File: src/rtl/chorus_ctrl_if.sv
// Sample-stream and delay-line RAM signal bundle for chorus_ctrl.
// master = audio source plus RAM model side, slave = chorus_ctrl.
interface chorus_ctrl_if #(
    parameter int ADDR_W = 10,
    parameter int DATA_W = 16
);
    logic signed [DATA_W-1:0] sample_in;
    logic                     sample_valid;
    logic                     enable;
    logic [15:0]              lfo_step;
    logic [7:0]               depth;
    logic signed [DATA_W-1:0] sample_out;
    logic                     out_valid;
    logic                     busy;
    logic                     overrun;
    logic [ADDR_W-1:0]        ram_ada;
    logic signed [DATA_W-1:0] ram_din;
    logic                     ram_cea;
    logic [ADDR_W-1:0]        ram_adb;
    logic                     ram_ceb;
    logic                     ram_oce;
    logic                     ram_reset;
    logic signed [DATA_W-1:0] ram_dout;

    modport master (
        output sample_in, sample_valid, enable, lfo_step, depth, ram_dout,
        input  sample_out, out_valid, busy, overrun,
        input  ram_ada, ram_din, ram_cea, ram_adb, ram_ceb, ram_oce, ram_reset
    );

    modport slave (
        input  sample_in, sample_valid, enable, lfo_step, depth, ram_dout,
        output sample_out, out_valid, busy, overrun,
        output ram_ada, ram_din, ram_cea, ram_adb, ram_ceb, ram_oce, ram_reset
    );
endinterface

File: src/rtl/chorus_ctrl.sv
// Chorus delay-line sequencer: writes each sample to a circular RAM buffer, reads an
// LFO-modulated tap and emits the dry/wet mix. Define CHORUS_INTERP_EN for linear tap interpolation.
module chorus_ctrl #(
    parameter int ADDR_W     = 10,
    parameter int DATA_W     = 16,
    parameter int BASE_DELAY = 256
) (
    input  logic          clk,
    input  logic          rst_n,
    chorus_ctrl_if.slave  bus
);
    localparam logic [2:0] S_IDLE = 3'd0;
    localparam logic [2:0] S_RD0  = 3'd1;
    localparam logic [2:0] S_CAP0 = 3'd2;
`ifdef CHORUS_INTERP_EN
    localparam logic [2:0] S_RD1  = 3'd3;
    localparam logic [2:0] S_CAP1 = 3'd4;
`endif
    localparam logic [2:0] S_MIX  = 3'd5;

    function automatic logic signed [DATA_W-1:0] mix_out(
        input logic                     en,
        input logic signed [DATA_W-1:0] dry,
        input logic signed [DATA_W-1:0] wet
    );
        return en ? (dry >>> 1) + (wet >>> 1) : dry;
    endfunction

`ifdef CHORUS_INTERP_EN
    // Difference kept at DATA_W+1 bits so full-scale opposite-sign taps cannot wrap.
    function automatic logic signed [DATA_W-1:0] interp(
        input logic signed [DATA_W-1:0] s0,
        input logic signed [DATA_W-1:0] s1,
        input logic [7:0]               frac
    );
        logic signed [DATA_W:0]   diff;
        logic signed [DATA_W+9:0] prod;
        diff = {s1[DATA_W-1], s1} - {s0[DATA_W-1], s0};
        prod = diff * $signed({1'b0, frac});
        return s0 + DATA_W'(prod >>> 8);
    endfunction
`endif

    logic [2:0]               r_state;
    logic [ADDR_W-1:0]        r_wr_ptr;
    logic [15:0]              r_phase;
    logic signed [DATA_W-1:0] r_dry;
    logic signed [DATA_W-1:0] r_s0;
    logic signed [DATA_W-1:0] r_sample_out;
    logic                     r_out_valid;
    logic                     r_overrun;
    logic [ADDR_W-1:0]        r_ram_ada;
    logic signed [DATA_W-1:0] r_ram_din;
    logic                     r_ram_cea;
    logic [ADDR_W-1:0]        r_ram_adb;
    logic                     r_ram_ceb;
    logic                     r_ram_oce;
`ifdef CHORUS_INTERP_EN
    logic signed [DATA_W-1:0] r_s1;
    logic [ADDR_W-1:0]        r_rd1;
    logic [7:0]               r_frac;
`endif

    logic [15:0]              w_tri;
    logic [7:0]               w_tri8;
    logic [15:0]              w_m;
    logic [ADDR_W-1:0]        w_delay;
    logic [ADDR_W-1:0]        w_rd0;
    logic signed [DATA_W-1:0] w_wet;
    logic                     w_accept;

    // Triangle LFO from the pre-update phase, scaled by depth into integer and fractional delay.
    assign w_tri    = r_phase[15] ? {~r_phase[14:0], 1'b0} : {r_phase[14:0], 1'b0};
    assign w_tri8   = 8'(w_tri >> 8);
    assign w_m      = {8'd0, w_tri8} * {8'd0, bus.depth};
    assign w_delay  = ADDR_W'(BASE_DELAY) + ADDR_W'(w_m >> 8);
    assign w_rd0    = r_wr_ptr - w_delay;
    assign w_accept = (r_state == S_IDLE) && bus.sample_valid;

`ifdef CHORUS_INTERP_EN
    assign w_wet = interp(r_s0, r_s1, r_frac);
`else
    assign w_wet = r_s0;
`endif

    always_ff @(posedge clk) begin
        if (!rst_n) begin
            r_state      <= S_IDLE;
            r_wr_ptr     <= '0;
            r_phase      <= '0;
            r_sample_out <= '0;
            r_out_valid  <= 1'b0;
            r_overrun    <= 1'b0;
            r_ram_ada    <= '0;
            r_ram_din    <= '0;
            r_ram_cea    <= 1'b0;
            r_ram_adb    <= '0;
            r_ram_ceb    <= 1'b0;
            r_ram_oce    <= 1'b0;
        end else begin
            r_ram_oce   <= 1'b1;
            r_out_valid <= 1'b0;
            r_ram_cea   <= 1'b0;
            r_ram_ceb   <= 1'b0;
            r_overrun   <= bus.sample_valid && (r_state != S_IDLE);
            case (r_state)
                S_IDLE: begin
                    if (bus.sample_valid) begin
                        r_phase   <= r_phase + bus.lfo_step;
                        r_ram_cea <= 1'b1;
                        r_ram_ada <= r_wr_ptr;
                        r_ram_din <= bus.sample_in;
                        r_ram_ceb <= 1'b1;
                        r_ram_adb <= w_rd0;
                        r_state   <= S_RD0;
                    end
                end
                S_RD0:  r_state <= S_CAP0;
`ifdef CHORUS_INTERP_EN
                S_CAP0: begin
                    r_ram_ceb <= 1'b1;
                    r_ram_adb <= r_rd1;
                    r_state   <= S_RD1;
                end
                S_RD1:  r_state <= S_CAP1;
                S_CAP1: r_state <= S_MIX;
`else
                S_CAP0: r_state <= S_MIX;
`endif
                S_MIX: begin
                    r_sample_out <= mix_out(bus.enable, r_dry, w_wet);
                    r_out_valid  <= 1'b1;
                    r_wr_ptr     <= r_wr_ptr + ADDR_W'(1);
                    r_state      <= S_IDLE;
                end
                default: r_state <= S_IDLE;
            endcase
        end
    end

    // Sample and tap holding registers carry no reset; they are always loaded before use.
    always_ff @(posedge clk) begin
        if (w_accept) begin
            r_dry <= bus.sample_in;
`ifdef CHORUS_INTERP_EN
            r_rd1  <= w_rd0 - ADDR_W'(1);
            r_frac <= w_m[7:0];
`endif
        end
        if (r_state == S_CAP0) r_s0 <= bus.ram_dout;
`ifdef CHORUS_INTERP_EN
        if (r_state == S_CAP1) r_s1 <= bus.ram_dout;
`endif
    end

    assign bus.sample_out = r_sample_out;
    assign bus.out_valid  = r_out_valid;
    assign bus.busy       = (r_state != S_IDLE);
    assign bus.overrun    = r_overrun;
    assign bus.ram_ada    = r_ram_ada;
    assign bus.ram_din    = r_ram_din;
    assign bus.ram_cea    = r_ram_cea;
    assign bus.ram_adb    = r_ram_adb;
    assign bus.ram_ceb    = r_ram_ceb;
    assign bus.ram_oce    = r_ram_oce;
    assign bus.ram_reset  = ~rst_n;
endmodule
File: src/flat_wrapper.sv
// flat-port wrapper written by rule: the top's interface ports become plain ports
module chorus_ctrl_flat 
#(
    parameter int ADDR_W     = 10,
    parameter int DATA_W     = 16,
    parameter int BASE_DELAY = 256
)
  (clk, rst_n, bus_sample_in, bus_sample_valid, bus_enable, bus_lfo_step, bus_depth, bus_ram_dout, bus_sample_out, bus_out_valid, bus_busy, bus_overrun, bus_ram_ada, bus_ram_din, bus_ram_cea, bus_ram_adb, bus_ram_ceb, bus_ram_oce, bus_ram_reset);
  chorus_ctrl_if #(.ADDR_W(ADDR_W), .DATA_W(DATA_W)) bus_i ();
  input  logic clk;
  input  logic rst_n;
  input wire logic [$bits(bus_i.sample_in)-1:0] bus_sample_in;
  input wire logic [$bits(bus_i.sample_valid)-1:0] bus_sample_valid;
  input wire logic [$bits(bus_i.enable)-1:0] bus_enable;
  input wire logic [$bits(bus_i.lfo_step)-1:0] bus_lfo_step;
  input wire logic [$bits(bus_i.depth)-1:0] bus_depth;
  input wire logic [$bits(bus_i.ram_dout)-1:0] bus_ram_dout;
  output wire logic [$bits(bus_i.sample_out)-1:0] bus_sample_out;
  output wire logic [$bits(bus_i.out_valid)-1:0] bus_out_valid;
  output wire logic [$bits(bus_i.busy)-1:0] bus_busy;
  output wire logic [$bits(bus_i.overrun)-1:0] bus_overrun;
  output wire logic [$bits(bus_i.ram_ada)-1:0] bus_ram_ada;
  output wire logic [$bits(bus_i.ram_din)-1:0] bus_ram_din;
  output wire logic [$bits(bus_i.ram_cea)-1:0] bus_ram_cea;
  output wire logic [$bits(bus_i.ram_adb)-1:0] bus_ram_adb;
  output wire logic [$bits(bus_i.ram_ceb)-1:0] bus_ram_ceb;
  output wire logic [$bits(bus_i.ram_oce)-1:0] bus_ram_oce;
  output wire logic [$bits(bus_i.ram_reset)-1:0] bus_ram_reset;
  assign bus_i.sample_in = bus_sample_in;
  assign bus_i.sample_valid = bus_sample_valid;
  assign bus_i.enable = bus_enable;
  assign bus_i.lfo_step = bus_lfo_step;
  assign bus_i.depth = bus_depth;
  assign bus_i.ram_dout = bus_ram_dout;
  assign bus_sample_out = bus_i.sample_out;
  assign bus_out_valid = bus_i.out_valid;
  assign bus_busy = bus_i.busy;
  assign bus_overrun = bus_i.overrun;
  assign bus_ram_ada = bus_i.ram_ada;
  assign bus_ram_din = bus_i.ram_din;
  assign bus_ram_cea = bus_i.ram_cea;
  assign bus_ram_adb = bus_i.ram_adb;
  assign bus_ram_ceb = bus_i.ram_ceb;
  assign bus_ram_oce = bus_i.ram_oce;
  assign bus_ram_reset = bus_i.ram_reset;
  chorus_ctrl #(.ADDR_W(ADDR_W), .DATA_W(DATA_W), .BASE_DELAY(BASE_DELAY)) u_core (.clk(clk), .rst_n(rst_n), .bus(bus_i));
endmodule
File: config.mk
export PLATFORM = sky130hd
export DESIGN_NAME = chorus_ctrl_flat
export DESIGN_NICKNAME = d
export VERILOG_FILES = /design/src/rtl/chorus_ctrl_if.sv /design/src/rtl/chorus_ctrl.sv /design/src/flat_wrapper.sv
export SDC_FILE = /design/constraint.sdc
export NUM_CORES = 1
export LEC_CHECK = 0
export ABC_AREA = 1
export BUFFER_PORTS_ARGS = -buffer_cell sky130_fd_sc_hd__buf_2
export CAP_MARGIN = 20
export CORE_UTILIZATION = 59
export DETAILED_ROUTE_END_ITERATION = 10
export GPL_ROUTABILITY_DRIVEN = 0
export PLACE_DENSITY = 0.82
export SYNTH_ARGS = -nofsm -noshare
export SYNTH_HDL_FRONTEND = slang
export SYNTH_SLANG_ARGS = --single-unit
File: constraint.sdc
create_clock -name clk -period 8 [get_ports clk]
set_clock_uncertainty 0.2 [all_clocks]
set_input_delay 0.8 -clock clk [delete_from_list [all_inputs] [get_ports clk]]
set_output_delay 0.8 -clock clk [all_outputs]
set_load 0.1 [all_outputs]
==> out/results.tsv, run 1 <==
stage	metric	value	unit
grt	track_usage	27.8	%
worst_setup_path	cp_slowest_cell	xnor2_1	
drt	firstDrtPassIters	5	
worst_setup_path	r2r-end	u_core.bus.ram_adb[7]	
synthesis	seq_area_frac_synth	31.7	%
synthesis	synthesis.area	8310	um^2
finish	n_fill_cell	1139	
timing	tightest_slew	0.904	ns
placed_design	port_buffers	117	
synthesis	synth_edf_count	31	
drt	vias_per_cell	5.30	
timing	finalSetupTns	0	ns
cts	ctsHoldBuffers	0	
die	ios	119	
timing	min_period	6.64	ns
die	num_rows	43	
die	die_w	121	um
cts	cts_buffer_depth	2	
synthesis	yosys_warnings	0	
worst_hold_path	min_from	u_core.bus.sample_out[14]	
synthesis	syn_area_per_cell	7.61	um^2
drt	dr_total_vias	7403	
die	core_area	13800	um^2
finish	multiInputGateArea	4940	um^2
finish	antenna_cells	0	
grt	antenna_found_initial	0	
timing	finalHoldViolCount	0	
grt	grt_pass1_wl	32100	um
cts	ctsResizeCount	0	
worst_setup_path	startpoint_type	flop	
worst_setup_path	worstSetupPathType	flop to flop	
cts	cts.sinks	116	
die	die-area	14600	um^2
drt	wl_per_cell	13.6	um
worst_hold_path	hold_depth	2	
synthesis	synth_cell_types	39	
worst_setup_path	r2r_slack	1.36	ns
grt	grt.overflow.total	0	
finish	regArea	2630	um^2
timing	fmax	0.151	GHz
synthesis	synthArstFlopShare	0	%
power	leakage	5.02	nW
grt	grt_start_max_net_pins	69	
run_status	status	complete, no violations	
cts	insertion_delay	0.41	ns
worst_setup_path	endpoint_kind	flop	
worst_setup_path	critPathTopFamily	adder cells	
worst_setup_path	path_cells	xnor2_1 -> nor2_1 -> fa_1 -> fa_1 -> fa_1 -> inv_1 -> fa_1 -> inv_1 -> ha_1 -> a21oi_1 -> o21ai_0 -> a21oi_1 -> xor2_1 -> ha_1 -> ha_1 -> fa_1 -> nand3_1 -> nand2_1 -> a21oi_1 -> or2_2 -> nand3_1 -> o211ai_1 -> inv_1	
cts	cts-buffers-inserted	17	
synthesis	syn_nets	1270	
cts	cts_max_level	4	
synthesis	ys_seq_elements	116	
placed_design	dp_hpwl	14400	um
drt	antenna_left	0	
worst_setup_path	worstRegToRegCells	23	
timing	rsz0062_at_grt	no	
power	finalPower	2.74	mW
worst_setup_path	crit_required	8.11	ns
worst_setup_path	worstPathArrival	6.75	ns
timing	maxSlewViolCount	0	
drt	dr.first_iter.drc_count	442	
drt	wl	19100	um
finish	drive_above_1_share	14.7	%
synthesis	syn_inst	1092	
synthesis	synth_flop_cell	dfxtp_1	
timing	period_share	83.0	%
die	dieHeight	121	um
worst_hold_path	holdPathEnd	u_core.bus.sample_out[14]	
worst_setup_path	cpMostUsedCell	fa_1	
die	start_util	60.1	%
power	vdd_drop_max	0.000196	V
cts	post-cts-setup-buffers	0	
cts	cts_root_buffer	clkbuf_16	
job	cap_violations	0	
worst_setup_path	cp_num_buf_inv	3	
worst_setup_path	crit_fanout	11	
finish	area_delta_synth_final	15.6	%
finish	final_nets	1383	
drt	drc	0	
worst_setup_path	crit_path_max_incr_delay	0.80	ns
timing	slew_headroom	39.3	%
cts	cts_tree	built	
cts	clkTransAtPathRegs	0.06	ns
worst_setup_path	r2r-start	u_core.r_phase[15]	
power	power.density	285	nW/um^2
grt	grt_pass1_vias	7089	
timing	setup_violations	0	
worst_hold_path	hp-class	flop to flop	
[registers in the layout, summed over array words and instances, names as in the netlist]
signal and cells:
u_core.bus.overrun 1, u_core.bus.ram_oce 1, u_core.r_s0 15, u_core.bus.out_valid 1, u_core.bus.ram_adb 10, u_core.r_phase 16
u_core.r_wr_ptr 10, u_core.r_dry 16, u_core.bus.ram_cea 1, u_core.bus.ram_din 16, u_core.r_state 3, u_core.bus.sample_out 16
u_core.bus.ram_ada 10
[routing by layer]
metal  up-vias  share of wire, %  global-route usage, %  wire length, um
met5         -                 0                      0                0
met4         0               1.5                   9.18              285
met3        25               5.7                   5.85             1100
met2       197                47                   46.1             9040
met1      3437                45                   36.1             8650
li1       3744                 -                      -                -
[cell usage after synthesis, types with 2 or more instances]
| cell type | count | share of area (%) |
|---|---|---|
| o21a_1 | 8 | 0.72 |
| edfxtp_1 | 31 | 11 |
| nand2_1 | 213 | 9.6 |
| nor2_4 | 4 | 0.54 |
| ha_1 | 80 | 12 |
| nand3b_1 | 2 | 0.18 |
| nor3_1 | 9 | 0.54 |
| nand4_1 | 10 | 0.75 |
| or2_2 | 11 | 0.83 |
| inv_2 | 2 | 0.090 |
| nand2_2 | 4 | 0.30 |
| fa_1 | 38 | 9.2 |
| xor2_1 | 20 | 2.1 |
| nor2_1 | 147 | 6.6 |
| a31oi_1 | 4 | 0.30 |
| dfxtp_1 | 85 | 20 |
| xnor2_1 | 10 | 1.1 |
| buf_2 | 7 | 0.42 |
| clkbuf_1 | 16 | 0.72 |
| inv_1 | 162 | 7.3 |
| a21oi_1 | 85 | 5.1 |
| nand3_1 | 42 | 2.5 |
| buf_4 | 2 | 0.18 |
| a21o_1 | 3 | 0.27 |
| o21ai_0 | 70 | 4.2 |
| o21bai_1 | 13 | 1.2 |
| nor2_2 | 2 | 0.15 |
[report_power, final]
part | total [mW] | leakage [nW] | internal, mW | switching, mW
combinational | 1.32 | 3.76 | 0.439 | 0.885
clock | 0.732 | 0.279 | 0.462 | 0.270
sequential | 0.685 | 0.986 | 0.652 | 0.0328
[worst max-delay path by stage]
| stage | start | end | slack, ns | depth (start not counted) |
|---|---|---|---|---|
| 5_1_grt | u_core.r_phase[15] | u_core.bus.ram_adb[7] | 0.90 | 23 |
| 3_5_place_dp | u_core.r_phase[15] | u_core.bus.ram_adb[7] | 1.43 | 23 |
| 2_1_floorplan | bus_depth[7] | u_core.bus.ram_adb[7] | 2.09 | 24 |
| 6_report | u_core.r_phase[15] | u_core.bus.ram_adb[7] | 1.36 | 23 |
| 3_3_place_gp | u_core.r_phase[15] | u_core.bus.ram_adb[7] | 1.53 | 23 |
| 4_1_cts | u_core.r_phase[15] | u_core.bus.ram_adb[7] | 1.42 | 23 |
[final cells by class]
type | instances | area share [%]
Multi-Input combinational cell | 784 | 51.4
Clock buffer | 21 | 5.01
Sequential cell | 116 | 27.4
Timing Repair Buffer | 121 | 6.41
Inverter | 165 | 6.44
Tap cell | 180 | 2.34
Clock inverter | 11 | 1.03
[metrics by stage]
step | setup slack, ns | cell area, um^2 | std cells | hold WS (ns) | utilization (%)
after floorplan | 2.09 | 8310 | 1092 | 0.237 | -
after global placement | 1.53 | 9030 | 1366 | 0.252 | 65.3
after detailed placement | 1.43 | 9030 | 1366 | 0.253 | 65.3
after CTS | 1.42 | 9610 | 1398 | 0.262 | 69.5
after global routing | 0.901 | 9610 | 1398 | 0.280 | 69.5
final | 1.36 | 9610 | 1398 | 0.260 | 69.5
[worst min-delay path: cells and delay by family (launching register included)]
| kind | cells | cell delay (ns) |
|---|---|---|
| AOI/OAI and AO/OA | 1 | 0.05 |
| and+or+nand+nor | 1 | 0.06 |
| DFF | 1 | 0.30 |
[cell usage in the layout, fill, tap and decap left out, drive strengths merged, types with 12 or more instances in the layout]
| master | instances |
|---|---|
| a21oi | 85 |
| buf | 121 |
| clkbuf | 21 |
| dfxtp | 85 |
| edfxtp | 31 |
| fa | 38 |
| ha | 80 |
| inv | 167 |
| nand2 | 217 |
| nand3 | 43 |
| nor2 | 153 |
| o21ai | 71 |
| o21bai | 14 |
| or2 | 12 |
| xor2 | 20 |
[kinds of logic (layout without fill, tap and decap cells)]
family | Yosys count | after routing | share of synthesized area [%]
XOR/XNOR | 31 | 31 | 3.49
AND/OR/NAND/NOR | 449 | 449 | 22.6
flip-flops | 116 | 116 | 31.7
AO/OA/AOI/OAI | 186 | 186 | 12.1
buffers and inverters | 192 | 318 | 8.97
adder cells (fa/ha/maj) | 118 | 118 | 21.2
(Power assumes the default switching activity.)
==> inputs of run 2 (changes only) <==
--- a/config.mk
+++ b/config.mk
@@ -8,10 +8,10 @@
 export ABC_AREA = 1
 export BUFFER_PORTS_ARGS = -buffer_cell sky130_fd_sc_hd__buf_2
 export CAP_MARGIN = 20
-export CORE_UTILIZATION = 59
+export CORE_UTILIZATION = 53
 export DETAILED_ROUTE_END_ITERATION = 10
 export GPL_ROUTABILITY_DRIVEN = 0
-export PLACE_DENSITY = 0.82
+export PLACE_DENSITY = 0.78
 export SYNTH_ARGS = -nofsm -noshare
 export SYNTH_HDL_FRONTEND = slang
 export SYNTH_SLANG_ARGS = --single-unit
==> constraint.sdc (replaced) <==
create_clock -name clk -period 5.8 [get_ports clk]
set_clock_uncertainty 0.2 [all_clocks]
set_input_delay 0.58 -clock clk [delete_from_list [all_inputs] [get_ports clk]]
set_output_delay 0.58 -clock clk [all_outputs]
set_load 0.1 [all_outputs]
==> run 2 against run 1 <==
Clock-buffer cell count shrank 4. Clock power increased by 48%. Final area is 9.9% higher. Via count is 3.7% higher. Critical path depth up 3. Sequential power up 38%. Sequential share of layout area is 2.4 points lower. Setup slack lost 1.3 ns. First-iteration DRC count is 0.23% higher. Die area increased by 11%. Non-clock buffer count up 51. Maximum frequency up 16%.
==> out/results.tsv, run 2 (synthesized netlist as in run 1, its figures left out) <==
stage	metric	value	unit	change
run_status	status	complete, no violations		
finish	antenna_cells	0		unchanged
worst_setup_path	r2r-start	u_core.r_phase[15]		
timing	fmax	0.175	GHz	+16%
timing	finalHoldViolCount	0		unchanged
worst_setup_path	crit_path_max_incr_delay	0.49	ns	-0.31 ns
timing	min_period	5.71	ns	-0.928 ns
die	core_area	15300	um^2	+10%
power	cell_internal_pwr	2.65	mW	+71%
finish	layout_common_cells	nand2_1, inv_1, nor2_1		
cts	cts_buffer_depth	2		unchanged
cts	cts-buffers-inserted	17		unchanged
grt	track_usage	25.9	%	-2.0 points
worst_setup_path	crit_required	5.91	ns	-2.20 ns
timing	setup_violations	0		unchanged
finish	multiInputGateArea	5390	um^2	+9.1%
grt	grt.overflow.total	0		unchanged
finish	utilization	69.2	%	-0.26 points
cts	cts_max_level	4		unchanged
grt	grt_pass1_wl	33400	um	+4.1%
power	power_frac_comb	56.7	%	+8.4 points
cts	cts_tree	built		
worst_setup_path	cp_slowest_cell	fa_1		
drt	drc	0		unchanged
worst_setup_path	worstRegToRegCells	26		+13%
power	clockPowerShare	23.1	%	-3.6 points
grt	grt_start_max_net_pins	86		+25%
worst_hold_path	holdPathEnd	u_core.r_s0[2]		
timing	maxSlewViolCount	0		unchanged
timing	fin_ws	0.0861	ns	-1.27 ns
job	cap_violations	0		unchanged
placed_design	dpl_worst_slack	-0.264	ns	-1.70 ns
cts	ctsHoldBuffers	0		unchanged
drt	wl_per_cell	14.0	um	+2.3%
power	seq_power_share	20.2	%	-4.8 points
power	p_switching	2.02	mW	+70%
drt	dr_total_vias	7677		+3.7%
drt	vias_per_cell	5.19		-2.0%
drt	firstDrtPassIters	5		unchanged
die	die_w	127	um	+5.4%
placed_design	port_buffers	117		unchanged
worst_setup_path	worstSetupPathType	flop to flop		
grt	antenna_found_initial	0		unchanged
worst_hold_path	hp-class	input pin to flop		
cts	cts.sinks	116		unchanged
cts	clkTransAtPathRegs	0.06	ns	about the same
timing	period_share	98.5	%	+15 points
finish	area_delta_synth_final	27.1	%	
worst_setup_path	crit_fanout	5		-6
worst_setup_path	worstPathArrival	5.83	ns	-0.92 ns
finish	drive_above_1_share	23.2	%	+8.6 points
worst_setup_path	endpoint_kind	flop		
placed_design	dp_hpwl	14500	um	+0.94%
finish	final_common_cell	nand2_1		
worst_setup_path	r2r-end	u_core.bus.ram_adb[7]		
finish	n_fill_cell	1169		+2.6%
finish	final_nets	1434		+3.7%
power	finalPower	4.68	mW	+71%
timing	slew_headroom	44.2	%	+4.9 points
cts	insertion_delay	0.42	ns	about the same
power	power.density	443	nW/um^2	+55%
power	vdd_drop_max	0.000349	V	+78%
die	ios	119		unchanged
worst_hold_path	min_from	bus_ram_dout[2]		
die	num_rows	45		+4.7%
power	switching_share	43.2	%	-0.091 points
drt	wl	20700	um	+8.3%
worst_setup_path	startpoint_type	flop		
power	leakage	5.34	nW	+6.4%
drt	dr.first_iter.drc_count	443		+0.23%
die	die-area	16200	um^2	+11%
cts	cts_root_buffer	clkbuf_16		
worst_setup_path	r2r_slack	0.09	ns	-1.27 ns
die	dieHeight	127	um	+5.4%
grt	grt_pass1_vias	7081		-0.11%
timing	tightest_slew	0.837	ns	-0.0676 ns
drt	antenna_left	0		unchanged
finish	regArea	2640	um^2	+0.14%
die	start_util	54.5	%	-5.6 points
worst_hold_path	hold_depth	1		-1
-- run 2: cell count changes in the layout (fill, tap and decap cells not counted), moves of 8 or more --
cell / delta
nor2_1: -9
ha_4: +12
ha_1: -14
buf_4: +43
nand2_2: +8
nand2_1: -9
a21oi_1: -11
-- run 2: area by class of cell --
class | count | share of cell area (%)
tap | 211 | 2.50
sequential | 116 | 25.0
multi-input combinational | 784 | 51.0
clock buffer | 17 | 4.03
timing repair buffer | 172 | 9.95
clock inverter | 15 | 1.71
inverter | 165 | 5.86
-- run 2: power groups by stage --
stage	Clock, mW	Sequential (mW)	Combinational, mW
2_1_floorplan	0	1.22	1.19
3_3_place_gp	0	0.951	2.03
3_5_place_dp	0	0.954	2.04
4_1_cts	1.09	0.939	2.21
5_1_grt	1.13	0.949	2.88
6_report	1.08	0.943	2.65
-- run 2: per-stage QoR --
| stage | instances | TNS, ns | hold WS, ns | area, um^2 |
|---|---|---|---|---|
| after detailed placement | 1442 | -0.929 | 0.254 | 9420 |
| final | 1480 | 0 | 0.133 | 10600 |
| after floorplan | 1092 | 0 | 0.237 | 8310 |
| after CTS | 1474 | 0 | 0.123 | 10100 |
| after global routing | 1480 | -0.363 | 0.125 | 10600 |
| after global placement | 1442 | -0.357 | 0.247 | 9420 |
-- run 2: critical path, delay by kind of cell, from the launching register on --
kind	cells	cell delay, ns
DFF	1	0.36
adders and majority gates	8	3.10
buffers and inverters	6	0.58
AOI/OAI and AO/OA	3	0.36
xor gates and xnor gates	2	0.41
and+or+nand+nor	7	0.58
-- run 2: per-layer routing --
metal  vias up  routed length, um  track usage, %
li1       3849                  -               -
met1      3553               9270            34.6
met2       251               9910            43.1
met3        24               1190            4.98
met4         0                295            6.65
met5         -                  0               0
-- run 2: worst max-delay path by stage --
stage	from	endpoint	slack, ns
detailed placement	bus_depth[7]	u_core.bus.ram_adb[7]	-0.26
floorplan	u_core.r_phase[15]	u_core.bus.ram_adb[7]	0.05
CTS	u_core.r_phase[15]	u_core.bus.ram_adb[7]	0.002
global placement	bus_depth[7]	u_core.bus.ram_adb[7]	-0.17
finish	u_core.r_phase[15]	u_core.bus.ram_adb[7]	0.09
global route	u_core.r_phase[15]	u_core.bus.ram_adb[7]	-0.11
-- run 2: timing repair --
item / CTS / global route
buffers inserted: 0 / 5
cloned: 0 / 1
resized for setup: 19 / 75
pin swaps: 3 / 44
endpoints found under the setup margin: 4 / 6
